===== src/rtl/shift_arbiter_pkg.sv =====
// shift_arbiter_pkg: shared widths and FSM state encoding for the shift arbiter
package shift_arbiter_pkg;
   localparam int DATA_W = 8;
   localparam int AMT_W  = 3;
   typedef enum logic [1:0] {
      IDLE  = 2'd0,
      SHIFT = 2'd1,
      RESP  = 2'd2
   } state_e;
endpackage


===== src/rtl/shift_core_r8.sv =====
// shift_core_r8: combinational 8-bit logical right shifter, three log stages with zero fill
//   op_i  - operand
//   amt_i - shift amount 0..7
//   res_o - op_i >> amt_i
module shift_core_r8
   import shift_arbiter_pkg::*;
(
   input  logic [DATA_W-1:0] op_i,
   input  logic [AMT_W-1:0]  amt_i,
   output logic [DATA_W-1:0] res_o
);
   logic [DATA_W-1:0] s4, s2;
   always_comb begin
      s4    = amt_i[2] ? {4'b0, op_i[7:4]} : op_i;
      s2    = amt_i[1] ? {2'b0, s4[7:2]}   : s4;
      res_o = amt_i[0] ? {1'b0, s2[7:1]}   : s2;
   end
endmodule


===== src/rtl/shift_arbiter.sv =====
// shift_arbiter: round-robin arbiter sharing one right shifter between NREQ requesters
//   clk, rst_n            - clock, asynchronous active-low reset
//   req_valid/req_ready   - per-requester handshake (ready one-hot or zero)
//   req_data/req_amt      - packed operands and shift amounts, requester i at slice i
//   rsp_valid/rsp_ready   - response handshake
//   rsp_data/rsp_id       - shifted result and owning requester index
//   busy                  - high whenever the FSM is not idle
module shift_arbiter
   import shift_arbiter_pkg::*;
#(
   parameter int NREQ = 2,
   parameter int W    = DATA_W,
   parameter int SW   = AMT_W,
   parameter int IDW  = 1
) (
   input  logic              clk,
   input  logic              rst_n,
   input  logic [NREQ-1:0]   req_valid,
   output logic [NREQ-1:0]   req_ready,
   input  logic [NREQ*W-1:0] req_data,
   input  logic [NREQ*SW-1:0] req_amt,
   output logic              rsp_valid,
   input  logic              rsp_ready,
   output logic [W-1:0]      rsp_data,
   output logic [IDW-1:0]    rsp_id,
   output logic              busy
);
   state_e         state_q, state_d;
   logic [IDW-1:0] last_q, last_d, id_q, id_d, rsp_id_q, rsp_id_d;
   logic [W-1:0]   op_q, op_d, rsp_data_q, rsp_data_d, shifted, op_sel;
   logic [SW-1:0]  amt_q, amt_d, amt_sel;
   logic           rsp_valid_q, rsp_valid_d;
   logic           hi_found, lo_found, any;
   logic [IDW-1:0] win_hi, win_lo, win;

   // Round robin: the lowest valid index above last_q wins, otherwise wrap to the lowest valid index.
   always_comb begin
      hi_found = 1'b0;
      lo_found = 1'b0;
      win_hi   = '0;
      win_lo   = '0;
      for (int i = NREQ - 1; i >= 0; i--) begin
         if (req_valid[i] && i > int'(last_q)) begin
            hi_found = 1'b1;
            win_hi   = IDW'(i);
         end
         if (req_valid[i] && i <= int'(last_q)) begin
            lo_found = 1'b1;
            win_lo   = IDW'(i);
         end
      end
      win     = hi_found ? win_hi : win_lo;
      any     = hi_found | lo_found;
      op_sel  = '0;
      amt_sel = '0;
      for (int i = 0; i < NREQ; i++) begin
         if (win == IDW'(i)) begin
            op_sel  = req_data[i*W +: W];
            amt_sel = req_amt[i*SW +: SW];
         end
      end
   end

   shift_core_r8 u_core (
      .op_i  (op_q),
      .amt_i (amt_q),
      .res_o (shifted)
   );

   always_comb begin
      state_d     = state_q;
      last_d      = last_q;
      op_d        = op_q;
      amt_d       = amt_q;
      id_d        = id_q;
      rsp_valid_d = rsp_valid_q;
      rsp_data_d  = rsp_data_q;
      rsp_id_d    = rsp_id_q;
      case (state_q)
         IDLE: if (any) begin
            state_d = SHIFT;
            last_d  = win;
            op_d    = op_sel;
            amt_d   = amt_sel;
            id_d    = win;
         end
         SHIFT: begin
            state_d     = RESP;
            rsp_data_d  = shifted;
            rsp_id_d    = id_q;
            rsp_valid_d = 1'b1;
         end
         RESP: if (rsp_ready) begin
            state_d     = IDLE;
            rsp_valid_d = 1'b0;
         end
         // The unused encoding falls back to idle without emitting a response.
         default: begin
            state_d     = IDLE;
            rsp_valid_d = 1'b0;
         end
      endcase
   end

   always_ff @(posedge clk or negedge rst_n) begin
      if (!rst_n) begin
         state_q     <= IDLE;
         last_q      <= IDW'(NREQ - 1);
         op_q        <= '0;
         amt_q       <= '0;
         id_q        <= '0;
         rsp_valid_q <= 1'b0;
         rsp_data_q  <= '0;
         rsp_id_q    <= '0;
      end else begin
         state_q     <= state_d;
         last_q      <= last_d;
         op_q        <= op_d;
         amt_q       <= amt_d;
         id_q        <= id_d;
         rsp_valid_q <= rsp_valid_d;
         rsp_data_q  <= rsp_data_d;
         rsp_id_q    <= rsp_id_d;
      end
   end

   assign req_ready = (state_q == IDLE && any) ? NREQ'(1) << win : '0;
   assign rsp_valid = rsp_valid_q;
   assign rsp_data  = rsp_data_q;
   assign rsp_id    = rsp_id_q;
   assign busy      = state_q != IDLE;
endmodule


===== config.mk =====
export PLATFORM = sky130hd
export DESIGN_NAME = shift_arbiter
export DESIGN_NICKNAME = d
export VERILOG_FILES = /design/src/rtl/shift_arbiter_pkg.sv /design/src/rtl/shift_core_r8.sv /design/src/rtl/shift_arbiter.sv
export SDC_FILE = /design/constraint.sdc
export NUM_CORES = 1
export LEC_CHECK = 0
export BUFFER_PORTS_ARGS = -buffer_cell sky130_fd_sc_hd__buf_2
export CAP_MARGIN = 10
export CORE_ASPECT_RATIO = 1.75
export CORE_UTILIZATION = 50
export CTS_CLUSTER_DIAMETER = 100
export CTS_CLUSTER_SIZE = 25
export DETAILED_ROUTE_END_ITERATION = 8
export PLACE_DENSITY_LB_ADDON = 0.3
export RECOVER_POWER = 100
export SLEW_MARGIN = 5
export SYNTH_ARGS = -nofsm -noshare
export SYNTH_HDL_FRONTEND = slang
export SYNTH_SLANG_ARGS = --single-unit

===== constraint.sdc =====
create_clock -name clk -period 1.78 [get_ports clk]
set_input_delay 0.267 -clock clk [delete_from_list [all_inputs] [get_ports clk]]
set_output_delay 0.267 -clock clk [all_outputs]
set_load 0.05 [all_outputs]

## After elaboration in Yosys (flattened, before gate mapping)

Cells that the tools add are included.

| operators by class | value |
|---|---|
| eq/ne operators | 4 |
| bitwise gates (word level) | 2 |
| shifts and indexed selects | 1 |
| reduce and logical (&&, ||, !) cells | 8 |
| multiplexer cells | 16 |
| $lt $le $gt $ge | 2 |

Operator list:

| operator | number |
|---|---|
| $mux W8 | 4 |
| $mux W1 | 6 |
| $mux W2 | 3 |
| $pmux W2 S3 | 1 |
| $reduce_and A2 Y1 | 3 |
| $ne A2 B2 Y1 const B | 2 |
| $logic_and A1 B1 Y1 | 3 |
| $mux W3 | 1 |
| $pmux W1 S3 | 1 |
| $eq A2 B1 Y1 const B | 1 |
| $eq A2 B2 Y1 const B | 1 |
| $logic_not A2 Y1 | 1 |
| $reduce_bool A2 Y1 | 1 |
| $shl A1 B1 Y2 const A | 1 |
| $gt A1 B1 Y1 const A | 1 |
| $le A1 B1 Y1 const A | 1 |
| $not A1 Y1 | 1 |
| $or A1 B1 Y1 | 1 |

| word-level totals | value |
|---|---|
| output and inout bits | 13 |
| bits in registers | 25 |
| input port bits | 27 |

## Longest topological paths before layout

| depth | value |
|---|---|
| word-level depth | 7 |
| gate-level depth with buffers | 5 |

## By module

A second synthesis with hierarchy kept.

| unflattened totals | value |
|---|---|
| cells, all modules | 130 |
| area total of the unflattened synthesis | 1403.8 sq um |

Modules (own cells, without submodules):

| module | cells each | times used | area each (sq um) | sequential area each (sq um) |
|---|---|---|---|---|
| shift_arbiter | 100 | 1 | 1178.6 | 626.9 |
| shift_core_r8 | 30 | 1 | 225.2 | 0.0 |

## Least setup slack after synthesis

OpenSTA, ideal clock, no wires.

| timing | value |
|---|---|
| path type | register -> register |
| start point | register last_q |
| end point | register op_q[0] |
| slack | 0.365 ns |
| clock period less this slack | 1.415 ns |
| arrival time | 1.289 ns |
| required time | 1.654 ns |
| library setup time | 0.126 ns |
| stages on the path, launching flop included | 6 |
| path through | dfstp_2 > nand2_1 > and3_1 > buf_2 > buf_6 > a221o_1 |

| on the way | value |
|---|---|
| word-level cells in the longest chain between the ends | 6 |
| elaborated cells between the ends (all ways) | 12 |
| classes of those cells | 2 x order compare; 6 x mux; 1 x bitwise; 3 x reduce/logical |

RTL lines:

| item | line | RTL |
|---|---|---|
| start: declaration | shift_arbiter.sv:29 | `logic [IDW-1:0] last_q, last_d, id_q, id_d, rsp_id_q, rsp_id_d;` |
| start signal: assignment | shift_arbiter.sv:108 | `last_q <= IDW'(NREQ - 1);` |
| start signal: assignment | shift_arbiter.sv:117 | `last_q <= last_d;` |
| $le A1 B1 Y1 | shift_arbiter.sv:47 | `if (req_valid[i] && i <= int'(last_q)) begin` |
| $logic_and A1 B1 Y1 | shift_arbiter.sv:47 |  |
| $mux W1 (2 in a row) | shift_arbiter.sv:47 |  |
| $mux W1 / $or A1 B1 Y1 (equally long branches) | shift_arbiter.sv:52, shift_arbiter.sv:53 |  |
| $mux W8 / $reduce_and A2 Y1 (equally long branches) | - |  |
| end signal: assignment | shift_arbiter.sv:118 | `op_q <= op_d;` |
| end: declaration | shift_arbiter.sv:30 | `logic [W-1:0] op_q, op_d, rsp_data_q, rsp_data_d, shifted, op_sel;` |

Several ways; a longest one is shown, not always the timed one.
A chain may end at the register's enable or synchronous reset.

## Worst setup path in the final report

| timing | value |
|---|---|
| start point | register state_q[0] |
| end point | output port req_ready[0] |

| on the way | value |
|---|---|
| word-level cells in the longest chain between the ends | 3 |

RTL lines:

| item | line | RTL |
|---|---|---|
| start: declaration | shift_arbiter.sv:28 | `state_e state_q, state_d;` |
| start signal: assignment | shift_arbiter.sv:116 | `state_q <= state_d;` |
| $logic_not A2 Y1 | shift_arbiter.sv:127 | `assign req_ready = (state_q == IDLE && any) ? NREQ'(1) << win : '0;` |
| $logic_and A1 B1 Y1 | shift_arbiter.sv:127 |  |
| $mux W2 | shift_arbiter.sv:127 |  |
| end: declaration | shift_arbiter.sv:19 | `output logic [NREQ-1:0] req_ready,` |

No other way between the ends.

==> metrics.txt <==
status=complete, no violations; via/cell ratio=5.783; Worst-Margin Slew=0.6026 ns; die width=40.06 um; Crit path buffers/inverters=1; crit share post-route=0.9513; Hold Path Class=input pin to register; Critical Path RT=1.51 ns; all-layer global routing usage=0.2322; Layout Utilization=0.6468; max incr delay on CP=0.43 ns; LEAKAGE=0.7306 nW; Fin. Hold Viols=0; Buffers on Ports=39; TritonCTS Buffers=3; residual DRC count=0; DRT iter0 DRCs=31; H-tree Lvls=1; Power Dens Cells=2026 nW/um2; clk_skew=0.001459 ns; ANT cells=0; CP Capture Type=primary output; WL final=2681 um; Data arrival, critical path=1.43 ns; drt pass-1 iters=4; setup_tns=0 ns; Critical Path Start=state_q[0]; first-pass GRT wire length=4409 um; most frequent cells in the layout=buf_2, dfrtp_1, nand2_1; # IOs=40; Root Buffer=clkbuf_8; clock-pin slew on the worst setup and hold paths=0.08 ns; CP Cell Sequence=nor2_1 > and3_1 > buf_2; final net count=183; Vias=1041; EDFF count, synth=0; CTS resizes=0; max-slew violations=0; Die Ht=68.61 um; Seq cells post-synth=25; pin count of the biggest net entering global routing=26; Critical-path top delay cell=dfrtp_1; drt wl/cell=14.89 um; Syn Area/Cell=10.93 um2; Setup CP Type=register to primary output; Top FF cell, synth=dfrtp_1; Max-Cap Viols=0; RSZ-0062 raised after global routing=no; peak supply drop=1.002 mV; Synth Net Count=143; sequential area share after synthesis=0.4946; Max Buffers Root-to-Sink=2; Final ANT Viol Nets=0; core box area=2331 um2; TritonCTS clock tree=done; Overflow after GRT=0; clock sinks=25; Setup violations, final=0; Startpoint Class=register; min-delay src=req_data[9]; DP HPWL=2097 um; initial antenna violation count=0; post-synthesis cell count=116; Post-synth ARST share=1.000; clk_lat worst skew=0.26 ns; die area=2748 um2; CP max FO=6; Cell Area, Synth=1267 um2; Final Critical Period=1.693 ns; std cell rows=23; RePlAce Congestion=0.8596; area grow syn2layout=18.95%; worst flop-to-flop path startpoint=state_q[0]; Placement Setup Slack=0.2600 ns; Distinct cells, synth=30; Ys Warns=0; share of post-route cells with drive strength above 1=0.2323; r2r setup slk=0.20 ns; Max-Slew Margin vs Limit=0.5983; cell family with most CP delay=simple AND/OR/NAND/NOR gates; leading cell type in the layout, fill and taps excluded=buf_2; highest clock rate=590.6 MHz; vias in the first global route=1006; starting density of the core=0.5437; setup slack after layout=0.08674 ns
-- metal layers --
layer  wire (um)  global-route usage
met4          25             0.09052
met3          79             0.01923
met5           0                   0
met2        1461              0.4133
met1        1115              0.2714
-- state kept, by name, indices dropped and copies added, names as in the netlist --
register   flops
op_q           8
last_q         1
id_q           1
rsp_valid      1
rsp_data       8
amt_q          3
rsp_id         1
state_q        2
-- cells by family (layout without fill, tap and decap cells) --
logic type	count (synthesis)	after routing	share of synthesized area
AO/OA/AOI/OAI	35	35	0.2241
AND/OR/NAND/NOR	35	35	0.1343
flip-flops	25	25	0.4946
buffers and inverters	12	51	0.04935
multiplexers	9	9	0.09773
-- timing repair --
| item | CTS | global route |
|---|---|---|
| hold endpoints to repair | 1 | 0 |
| buffers inserted | 0 | 0 |
| hold buffers | 1 | 0 |
-- metrics by stage --
step | std cells | instance area [um2] | total power, W | hold WS (ns)
final | 180 | 1508 | 0.003054 | 0.2270
after global routing | 180 | 1508 | 0.003285 | 0.2249
after CTS | 180 | 1524 | 0.003109 | 0.2242
after detailed placement | 175 | 1469 | 0.002777 | 0.2881
after global placement | 175 | 1469 | 0.002713 | 0.2780
after floorplan | 116 | 1267 | 0.002408 | -0.02859
-- report_power, final --
group / total, W / switching, W / leakage (nW) / internal, W
Combinational: 0.00162 / 0.000999 / 0.399 / 0.000623
Clock: 0.000329 / 0.000170 / 0.0228 / 0.000160
Sequential: 0.00110 / 0.000259 / 0.309 / 0.000844
-- layout make-up --
type	instances	area, um2
Clock buffer	4	45.04
Fill cell	193	823.3
Inverter	4	15.01
Multi-Input combinational cell	79	578.1
Sequential cell	25	626.9
Tap cell	25	31.28
Timing Repair Buffer	43	211.5
-- worst register-to-register path, stage by stage, from the launching register on --
cell and delay [ns]:
dfrtp_1 0.43, nor2_1 0.20, and3_1 0.25, clkbuf_1 0.40, a221o_1 0.24
-- final timing paths --
kind	end	cells after the start
min reg2reg	rsp_id	2
max	req_ready[0]	3
min	op_q[1]	2
min in group asynchronous	rsp_data[7]	2
max in group asynchronous	rsp_data[5]	2
max reg2reg	op_q[7]	4
-- synth_stat cells (2+ instances only) --
master	number	share of area
o21ai_1	2	0.0079
a21oi_1	2	0.0079
mux2i_1	6	0.047
inv_1	4	0.012
a21o_1	2	0.012
a221o_1	11	0.087
a31oi_1	2	0.0099
clkbuf_1	4	0.012
nand2b_1	6	0.030
buf_6	2	0.018
mux4_1	2	0.041
nand2_1	14	0.041
a32o_1	2	0.016
and3_1	2	0.0099
buf_2	2	0.0079
a21boi_0	9	0.053
dfrtp_1	24	0.47
nor2b_1	2	0.0099
nor2_1	7	0.021
No activity file was read; power rests on OpenSTA's default activity.
